<file path="config.mk">
export PLATFORM = sky130hd
export DESIGN_NAME = simpsons_gate_conditioner
export DESIGN_NICKNAME = d
export VERILOG_FILES = /design/src/rtl/simpsons_gate_conditioner.sv
export SDC_FILE = /design/constraint.sdc
export NUM_CORES = 1
export LEC_CHECK = 0
export ABC_AREA = 1
export ABC_CLOCK_PERIOD_IN_PS = 1500
export BUFFER_PORTS_ARGS = -buffer_cell sky130_fd_sc_hd__buf_4
export CAP_MARGIN = 20
export CORE_UTILIZATION = 30
export DETAILED_ROUTE_END_ITERATION = 6
export PLACE_DENSITY = 0.54
export RECOVER_POWER = 25
export REMOVE_ABC_BUFFERS = 1
export SETUP_SLACK_MARGIN = 0.2
export SYNTH_ARGS = -nofsm -noshare
export SYNTH_HDL_FRONTEND = slang
export SYNTH_SLANG_ARGS = --single-unit
</file>
<file path="constraint.sdc">
create_clock -name CLK -period 1.5 [get_ports CLK]
set_input_delay 0.075 -clock CLK [delete_from_list [all_inputs] [get_ports CLK]]
set_output_delay 0.075 -clock CLK [all_outputs]
set_load 0.02 [all_outputs]
</file>
<file path="src/rtl/simpsons_gate_conditioner.sv">
// -----------------------------------------------------------------------------
// simpsons_gate_conditioner
//
// Input conditioning stage in front of the Bart/Homer gate sensor FSM. The two
// raw beam-break inputs are asynchronous and noisy. Each one is brought into
// the CLK domain through a two-flop synchroniser. A per-channel counter then
// debounces it, and the result is published on the clean 2-bit G bus.
//
// Around that bus the block also generates:
//   - one-cycle rise/fall strobes per channel, aligned with the G_CLEAN change;
//   - a per-channel stuck flag when a beam has been broken for too long;
//   - a sticky overlap error when both beams read broken together (G == 3).
//     The downstream FSM treats G == 3 as undefined.
//
// Parameters:
//   DEBOUNCE_CYCLES  cycles a new synchronised level must hold (1..2^CNT_W-1)
//   STUCK_CYCLES     cycles G_CLEAN[i] may stay 1 before STUCK[i] (1..2^CNT_W-1)
//   CNT_W            width of the debounce and stuck counters
//
// Ports:
//   CLK          in   system clock, rising edge only
//   RESET_N      in   asynchronous active-low reset
//   G_RAW[1:0]   in   raw beam sensors (bit0 outer gate, bit1 inner gate)
//   CLR_ERR      in   synchronous clear of OVERLAP_ERR (a new overlap wins)
//   G_CLEAN[1:0] out  debounced sensor bus
//   RISE[1:0]    out  one-cycle pulse when G_CLEAN[i] goes 0->1
//   FALL[1:0]    out  one-cycle pulse when G_CLEAN[i] goes 1->0
//   STUCK[1:0]   out  G_CLEAN[i] has been 1 for at least STUCK_CYCLES cycles
//   OVERLAP_ERR  out  sticky: G_CLEAN has been 3
//
// Every output comes straight from a flop. No input reaches an output
// combinationally.
// -----------------------------------------------------------------------------
module simpsons_gate_conditioner #(
  parameter int DEBOUNCE_CYCLES = 1000,
  parameter int STUCK_CYCLES    = 50000,
  parameter int CNT_W           = 16
) (
  input  logic       CLK,
  input  logic       RESET_N,
  input  logic [1:0] G_RAW,
  input  logic       CLR_ERR,
  output logic [1:0] G_CLEAN,
  output logic [1:0] RISE,
  output logic [1:0] FALL,
  output logic [1:0] STUCK,
  output logic       OVERLAP_ERR
);

  // The debounce counter counts from 0. The last mismatching cycle before
  // the clean level flips is therefore DEBOUNCE_CYCLES-1.
  localparam logic [CNT_W-1:0] DB_LAST = CNT_W'(DEBOUNCE_CYCLES - 1);
  localparam logic [CNT_W-1:0] ST_MAX  = CNT_W'(STUCK_CYCLES);
  localparam logic [CNT_W-1:0] CNT_ONE = CNT_W'(1);

  // ---------------------------------------------------------------------------
  // State
  // ---------------------------------------------------------------------------
  logic [1:0]       s0_q, s0_d;            // first synchroniser stage
  logic [1:0]       s1_q, s1_d;            // second stage, only one used below
  logic [1:0]       g_clean_q, g_clean_d;
  logic [1:0]       rise_q, rise_d;
  logic [1:0]       fall_q, fall_d;
  logic [1:0]       stuck_q, stuck_d;
  logic             overlap_q, overlap_d;
  logic [CNT_W-1:0] dcnt_q [2];
  logic [CNT_W-1:0] dcnt_d [2];
  logic [CNT_W-1:0] scnt_q [2];
  logic [CNT_W-1:0] scnt_d [2];

  // ---------------------------------------------------------------------------
  // Next-state logic
  // ---------------------------------------------------------------------------
  always_comb begin
    s0_d      = G_RAW;
    s1_d      = s0_q;
    g_clean_d = g_clean_q;
    rise_d    = 2'b00;
    fall_d    = 2'b00;
    stuck_d   = 2'b00;

    for (int i = 0; i < 2; i++) begin
      // Debounce. While the synchronised level disagrees with the clean
      // level, count the consecutive disagreeing cycles. When the levels
      // agree again, the count restarts from zero. This is what swallows
      // glitches.
      dcnt_d[i] = '0;
      if (s1_q[i] != g_clean_q[i]) begin
        if (dcnt_q[i] == DB_LAST) begin
          g_clean_d[i] = s1_q[i];
        end else begin
          dcnt_d[i] = dcnt_q[i] + CNT_ONE;
        end
      end

      // The strobes are registered alongside G_CLEAN, so they line up with
      // the cycle in which the new level first appears.
      rise_d[i] =  g_clean_d[i] & ~g_clean_q[i];
      fall_d[i] = ~g_clean_d[i] &  g_clean_q[i];

      // Stuck counter. It measures how long the registered clean bit has
      // been high, and it saturates instead of wrapping. STUCK is gated
      // by the current clean level, so the flag drops on the first edge
      // after the fall. It does not wait for the counter to clear.
      if (!g_clean_q[i]) begin
        scnt_d[i] = '0;
      end else if (scnt_q[i] == ST_MAX) begin
        scnt_d[i] = scnt_q[i];
      end else begin
        scnt_d[i] = scnt_q[i] + CNT_ONE;
      end
      stuck_d[i] = g_clean_q[i] && (scnt_q[i] == ST_MAX);
    end

    // Sticky overlap. A G == 3 observation sets the flag even when
    // CLR_ERR is high in the same cycle.
    overlap_d = (&g_clean_q) | (overlap_q & ~CLR_ERR);
  end

  // ---------------------------------------------------------------------------
  // Registers
  // ---------------------------------------------------------------------------
  always_ff @(posedge CLK or negedge RESET_N) begin
    if (!RESET_N) begin
      s0_q      <= 2'b00;
      s1_q      <= 2'b00;
      g_clean_q <= 2'b00;
      rise_q    <= 2'b00;
      fall_q    <= 2'b00;
      stuck_q   <= 2'b00;
      overlap_q <= 1'b0;
      for (int i = 0; i < 2; i++) begin
        dcnt_q[i] <= '0;
        scnt_q[i] <= '0;
      end
    end else begin
      s0_q      <= s0_d;
      s1_q      <= s1_d;
      g_clean_q <= g_clean_d;
      rise_q    <= rise_d;
      fall_q    <= fall_d;
      stuck_q   <= stuck_d;
      overlap_q <= overlap_d;
      for (int i = 0; i < 2; i++) begin
        dcnt_q[i] <= dcnt_d[i];
        scnt_q[i] <= scnt_d[i];
      end
    end
  end

  assign G_CLEAN     = g_clean_q;
  assign RISE        = rise_q;
  assign FALL        = fall_q;
  assign STUCK       = stuck_q;
  assign OVERLAP_ERR = overlap_q;

endmodule
</file>
==> results of run 1 <==
-- power groups by stage --
stage	Combinational [uW]	Clock, uW	Sequential [uW]
final	156	2700	2110
after global routing	178	2840	2110
after CTS	146	2760	2110
after detailed placement	129	0	2150
after global placement	128	0	2150
after floorplan	54.0	0	2140
-- cell type report --
cell class,count,area (um2)
Tap cell,180,225
Sequential cell,77,1950
Timing Repair Buffer,39,314
Clock inverter,4,120
Fill cell,1439,8370
Clock buffer,11,243
Inverter,80,303
Multi-Input combinational cell,431,2360
-- worst max-delay path, cell delays in order (launching register included) --
cell and delay, ns:
dfrtp_1 0.40, inv_1 0.18, nand3_1 0.17, nor2_4 0.23
nand2_4 0.12, nand2_4 0.10, nor2_1 0.05
-- logic make-up (layout without fill, tap and decap cells) --
family,after synthesis,count (layout)
and+or+nand+nor,373,375
buffers and inverters,86,134
DFF,77,77
AOI/OAI and AO/OA,43,43
xor gates and xnor gates,7,7
adders and majority gates,6,6
-- placed cells by master (no fill, tap or decap), types with 6 or more instances in the layout --
cell type  instances
o21ai_1           10
buf_4             29
nand2_2           17
nor3_1            10
clkbuf_16          9
nor2_4            14
inv_1             66
o21ai_0            9
inv_2             13
nand2_1          116
nor2_2            19
nand2_4            7
dfrtp_2           15
nand3_2           11
xor2_1             6
nor2_1           105
nand4_1           20
dfrtp_1           62
a21oi_1           14
nand3_1           44
-- per-stage QoR --
stage / util, % / cell area (um2) / hold slack, ns
finish: 39.7 / 5510 / 0.151
global route: 39.7 / 5510 / 0.177
CTS: 37.2 / 5160 / 0.159
detailed placement: 33.4 / 4630 / -0.0204
global placement: 33.4 / 4630 / -0.0248
floorplan: - / 4250 / -0.221
-- flip-flops by register name, summed over array words and instances, names as in the netlist --
| register | count |
|---|---|
| OVERLAP_ERR | 1 |
| s1_q | 2 |
| s0_q | 2 |
| FALL | 2 |
| G_CLEAN | 2 |
| dcnt_q | 32 |
| scnt_q | 32 |
| STUCK | 2 |
| RISE | 2 |
-- final timing paths --
kind	end	startpoint
worst max-delay path	dcnt_q[19]	dcnt_q[19]
worst min-delay path	scnt_q[1]	RESET_N
worst max register to register	dcnt_q[19]	dcnt_q[19]
worst min register to register	s1_q[1]	s0_q[1]
max in group asynchronous	scnt_q[17]	RESET_N
min in group CLK	s1_q[1]	s0_q[1]
-- timing repair --
action | in CTS | in global routing
cloned | 2 | 0
endpoints found under the setup margin | 28 | 60
hold buffers | 4 | 0
setup buffers | 7 | 8
resized for setup | 22 | 97
pin swaps | 9 | 25
hold endpoints to repair | 57 | 0
-- metal layers --
| metal | global-route usage [%] | share of wire, % |
|---|---|---|
| met1 | 18.3 | 46 |
| met3 | 3.34 | 2.5 |
| met2 | 24.6 | 50 |
| met4 | 6.64 | 2.1 |
| met5 | 0 | 0 |
==> flow_metrics.py, run 1 <==
metrics = {
    "finish": {
        "area_delta_synth_final_pct": 28.7,
        "nets": 649,
        "antenna_cells": 0,
        "post_route_cells_drive_above_1_share_pct": 26.0,
        "fin_cells": 822,
    },
    "cts": {
        "htree_levels": 3,
        "cts_tree": "built",
        "clock_sinks": 77,
        "insertion_delay_ns": 0.34,
        "clockBufferDepth": 2,
        "cts_buffers": 9,
        "path_clk_slew_ns": 0.06,
        "cts_root_buf": "clkbuf_16",
    },
    "sta": {
        "worst_pin_slew_ns": 0.520,
        "setup_ws_ns": 0.139,
        "clock.fmax_mhz": 735,
        "fin_crit_sh_pct": 90.7,
        "skew_ns": 0.00564,
        "finalSetupViolations": 0,
        "final_hold_viol_count": 0,
        "rsz0062_at_grt": "yes",
        "min_period_ns": 1.36,
        "setup_tns_ns": 0,
        "slew_viol_final": 0,
        "maxSlewHeadroom_pct": 65.3,
    },
    "global_route": {
        "grt_pass1_wl_um": 17200,
        "antenna_found_initial": 0,
        "grt_max_degree": 38,
        "overflow": 0,
        "grt_pass1_vias": 3823,
        "grt_usage_pct": 14.8,
    },
    "yosys": {
        "synthTopCellsByCount": "nand2_1 (130), nor2_1 (129), dfrtp_1 (77), inv_1 (74), nand3_1 (55)",
        "netlist_area_mm2": 0.00428,
        "synth.mux.area_fraction_pct": 0,
        "synthSimpleGateAreaFrac_pct": 38.6,
        "synth_edf_count": 0,
        "synth-compound-area-share_pct": 5.29,
        "syn_inst": 592,
        "synth_area_leaders": "dfrtp_1 (45%), nand2_1 (11%), nor2_1 (11%), inv_1 (6.5%), nand3_1 (6.4%)",
        "synth_top_family_by_area": "simple AND/OR/NAND/NOR gates",
        "synth_xor_area_share_pct": 1.43,
        "yosys_warnings": 0,
        "synth_largest_area_cell": "dfrtp_1",
        "synth_cell_types": 30,
        "async_reset_ff_share_pct": 100,
        "yosysMostFrequentCell": "nand2_1",
        "synth_top_area_share_pct": 45.0,
        "yosys.area_share.adder_pct": 1.75,
        "ys_seq_area_share_pct": 45.0,
        "synthFlopType": "dfrtp_1",
        "ys_ff_latch": 77,
        "postSynthAreaPerCell_um2": 7.23,
    },
    "placement": {
        "globalplace.congestion": 0.924,
        "place_inst": 786,
        "place_hpwl_um": 7040,
        "port_buffers": 13,
        "place_ws_ns": 0.105,
    },
    "power": {
        "p_int_uw": 3980,
        "combPwrFrac_pct": 3.1,
        "p_seq_share_pct": 42.5,
        "swShare_pct": 19.8,
        "clockPowerShare_pct": 54.3,
        "p_leak_uw": 0.00240,
        "switching_power_uw": 981,
        "power_uw": 4960,
        "p_per_area_mw_per_mm2": 901,
        "vdd_drop_max_v": 0.000679,
    },
    "routing": {
        "wl_um": 10400,
        "wl_per_cell_um": 12.7,
        "drt_first_pass_iters": 6,
        "vias": 3937,
        "final_antenna_net_count": 0,
        "drc": 0,
        "drt-vias-per-instance": 4.79,
        "drtIter0Drc": 152,
    },
    "floorplan": {
        "die_h_um": 121,
        "dieArea_mm2": 0.0148,
        "rows": 43,
        "start_util_pct": 30.8,
        "io_pins": 14,
        "die_w_um": 121,
        "core_area_mm2": 0.0139,
    },
    "worst_setup_path": {
        "cp_max_fo": 5,
        "rrSetupSlack_ns": 0.14,
        "crit_required_ns": 1.73,
        "path_class": "reg -> reg",
        "critPathArrivalTime_ns": 1.59,
        "cp-start-kind": "flip-flop",
        "cp-end-kind": "flip-flop",
        "r2r_cells": 6,
    },
    "min_path": {
        "hold_class": "in -> async",
    },
    "outcome": {
        "outcome": "completed",
    },
    "run": {
        "drv_cap": 0,
    },
}
Note: power is estimated with default switching activity, not from simulation.
==> run 2: changes to the inputs <==
--- a/config.mk
+++ b/config.mk
@@ -5,13 +5,12 @@
 export SDC_FILE = /design/constraint.sdc
 export NUM_CORES = 1
 export LEC_CHECK = 0
-export ABC_AREA = 1
 export ABC_CLOCK_PERIOD_IN_PS = 1500
 export BUFFER_PORTS_ARGS = -buffer_cell sky130_fd_sc_hd__buf_4
 export CAP_MARGIN = 20
 export CORE_UTILIZATION = 30
 export DETAILED_ROUTE_END_ITERATION = 6
-export PLACE_DENSITY = 0.54
+export PLACE_DENSITY = 0.55
 export RECOVER_POWER = 25
 export REMOVE_ABC_BUFFERS = 1
 export SETUP_SLACK_MARGIN = 0.2
==> run 2 against run 1 <==
  * The flow now finishes with violations (setup timing)
  * Critical path type unchanged
  * Sequential power about the same
  * Clock power down 14%
  * Fmax down 27%
  * Die area down 11%
  * Final cell count down 19%
  * First-iteration DRC count down 14%
==> flow_metrics.py, run 2 <==
metrics = {
    "yosys": {
        "synth_cell_types": 42,
        "syn_inst": 372,
        "synth_top_area_share_pct": 50.8,
        "ys_seq_area_share_pct": 50.8,
        "synth_largest_area_cell": "dfrtp_1",
        "async_reset_ff_share_pct": 100,
        "synth_edf_count": 0,
        "ys_ff_latch": 77,
        "yosys_warnings": 0,
        "postSynthAreaPerCell_um2": 10.2,
        "synth_area_leaders": "dfrtp_1 (51%), xnor2_1 (9.0%), nor2_1 (5.0%), nand3_1 (3.4%), nand4_1 (2.8%)",
        "synthTopCellsByCount": "dfrtp_1 (77), nor2_1 (51), xnor2_1 (39), nand3_1 (26), nand2_1 (19)",
        "yosysMostFrequentCell": "dfrtp_1",
        "netlist_area_mm2": 0.00379,
        "synthFlopType": "dfrtp_1",
    },
    "sta": {
        "final_hold_viol_count": 0,
        "worst_pin_slew_ns": 0.808,
        "finalSetupViolations": 44,
        "skew_ns": 0.00467,
        "setup_ws_ns": -0.377,
        "slew_viol_final": 0,
        "fin_crit_sh_pct": 125,
        "clock.fmax_mhz": 533,
        "maxSlewHeadroom_pct": 46.1,
        "min_period_ns": 1.88,
        "rsz0062_at_grt": "yes",
    },
    "outcome": {
        "violations": "setup timing",
        "outcome": "complete, but fails checks",
    },
    "worst_setup_path": {
        "r2r_cells": 3,
        "path_depth": 3,
        "worst-path-buf-inv": 0,
        "cp-start-kind": "flip-flop",
        "path_cells": "or4_1 -> or4_4 -> mux2_4",
        "critPathArrivalTime_ns": 2.10,
        "crit_slowest_cell": "or4_1",
        "cp-end-kind": "flip-flop",
        "crit_family": "simple AND/OR/NAND/NOR gates",
        "max_stage_delay_ns": 0.54,
        "crit_required_ns": 1.73,
        "path_class": "reg -> reg",
        "cp_max_fo": 3,
    },
    "floorplan": {
        "core_area_mm2": 0.0122,
        "rows": 40,
        "io_pins": 14,
        "die_w_um": 114,
        "start_util_pct": 31.2,
        "dieArea_mm2": 0.0131,
        "die_h_um": 114,
    },
    "cts": {
        "cts_buffers": 9,
        "clockBufferDepth": 2,
        "cts_root_buf": "clkbuf_16",
        "htree_levels": 3,
        "insertion_delay_ns": 0.34,
        "path_clk_slew_ns": 0.06,
        "clock_sinks": 77,
        "cts_tree": "built",
    },
    "finish": {
        "fin_cells": 668,
        "layout_commonest_cell": "buf_4",
        "area_delta_synth_final_pct": 50.8,
        "antenna_cells": 0,
        "nets": 506,
        "reg_top3": "dcnt_q x32, scnt_q x32",
        "post_route_cells_drive_above_1_share_pct": 40.2,
        "fin_util_pct": 47.0,
        "layout_common_cells": "buf_4 (89), dfrtp_1 (70), nor2_1 (48)",
    },
    "min_path": {
        "hold_class": "in -> async",
    },
    "placement": {
        "place_hpwl_um": 5690,
        "globalplace.congestion": 0.830,
        "place_ws_ns": -0.421,
        "place_inst": 616,
        "port_buffers": 13,
    },
    "routing": {
        "wl_um": 9260,
        "wl_per_cell_um": 13.9,
        "drtIter0Drc": 130,
        "drt-vias-per-instance": 4.79,
        "drc": 0,
        "vias": 3197,
        "final_antenna_net_count": 0,
        "drt_first_pass_iters": 4,
    },
    "power": {
        "power_uw": 4570,
        "p_leak_uw": 0.00251,
        "p_per_area_mw_per_mm2": 800,
        "vdd_drop_max_v": 0.000558,
    },
    "global_route": {
        "grt_max_degree": 34,
        "grt_usage_pct": 14.6,
        "grt_pass1_vias": 3187,
        "antenna_found_initial": 0,
        "overflow": 0,
        "grt_pass1_wl_um": 14800,
    },
    "run": {
        "drv_cap": 0,
    },
}
[run 2: cell count changes after synthesis, moves of 12 or more]
cell | before | now
nand2_1 | 130 | 19
and2_1 | 0 | 12
a21oi_1 | 16 | 3
nor4_1 | 0 | 17
xnor2_1 | 1 | 39
nor2_1 | 129 | 51
inv_1 | 74 | 13
nand3_1 | 55 | 26
[run 2: final timing paths]
check                             end  startpoint  slack, ns
max in group asynchronous    STUCK[0]     RESET_N       0.24
min in group CLK              s1_q[0]     s0_q[0]       0.36
hold / removal              scnt_q[4]     RESET_N       0.36
hold reg to reg               s1_q[0]     s0_q[0]       0.36
setup reg to reg           G_CLEAN[0]  dcnt_q[30]      -0.38
setup / recovery           G_CLEAN[0]  dcnt_q[30]      -0.38
[run 2: final cells by class]
type	count	area, um2
Tap cell	168	210
Inverter	13	48.8
Fill cell	1088	6450
Timing Repair Buffer	120	1000
Multi-Input combinational cell	274	2200
Clock buffer	10	229
Sequential cell	77	1940
Clock inverter	6	87.6
[run 2: cell families (layout without fill, tap and decap cells)]
kind of cell	after synthesis	in the layout	share of synthesized area [%]
adders and majority gates	6	6	1.98
buffers and inverters	21	149	2.67
muxes	7	7	2.01
DFF	77	77	50.8
xor gates and xnor gates	50	50	11.6
and+or+nand+nor	199	199	28.9
AOI/OAI and AO/OA	12	12	2.05
[run 2: metrics by stage]
step	hold slack [ns]	setup TNS, ns	instance area [um2]
after floorplan	-0.221	-11.56	3740
after global placement	-0.0547	-13.35	4590
after detailed placement	-0.0505	-14.78	4590
after CTS	0.148	-12.32	5360
after global routing	0.378	-15.45	5720
final	0.356	-11.79	5720
[run 2: worst register-to-register path: cells and delay by family, from the launching register on]
| family | cells | cell delay [ns] |
|---|---|---|
| flip-flops | 1 | 0.37 |
| AND/OR/NAND/NOR | 2 | 1.08 |
| multiplexers | 1 | 0.32 |
[run 2: where the power goes]
part	total, uW	leakage [uW]	internal [uW]	switching [uW]
registers	2110	0.00105	2100	15.7
clock network	2330	0.000145	1450	873
logic	134	0.00132	54.8	78.9
[run 2: repair_timing]
action / CTS / global route
endpoints found under the hold margin: 80 / 0
gates cloned: 0 / 1
pin swaps: 28 / 41
buffers inserted: 15 / 16
endpoints found under the setup margin: 63 / 67
hold buffers: 4 / 0
gates resized for setup: 65 / 53
[run 2: layer usage]
| metal | track usage, % | share of wire, % | up-vias |
|---|---|---|---|
| li1 | - | - | 1558 |
| met1 | 17.7 | 44 | 1565 |
| met2 | 24.6 | 51 | 51 |
| met3 | 3.02 | 2.6 | 23 |
| met4 | 7.53 | 2.5 | 0 |
| met5 | 0 | 0 | - |
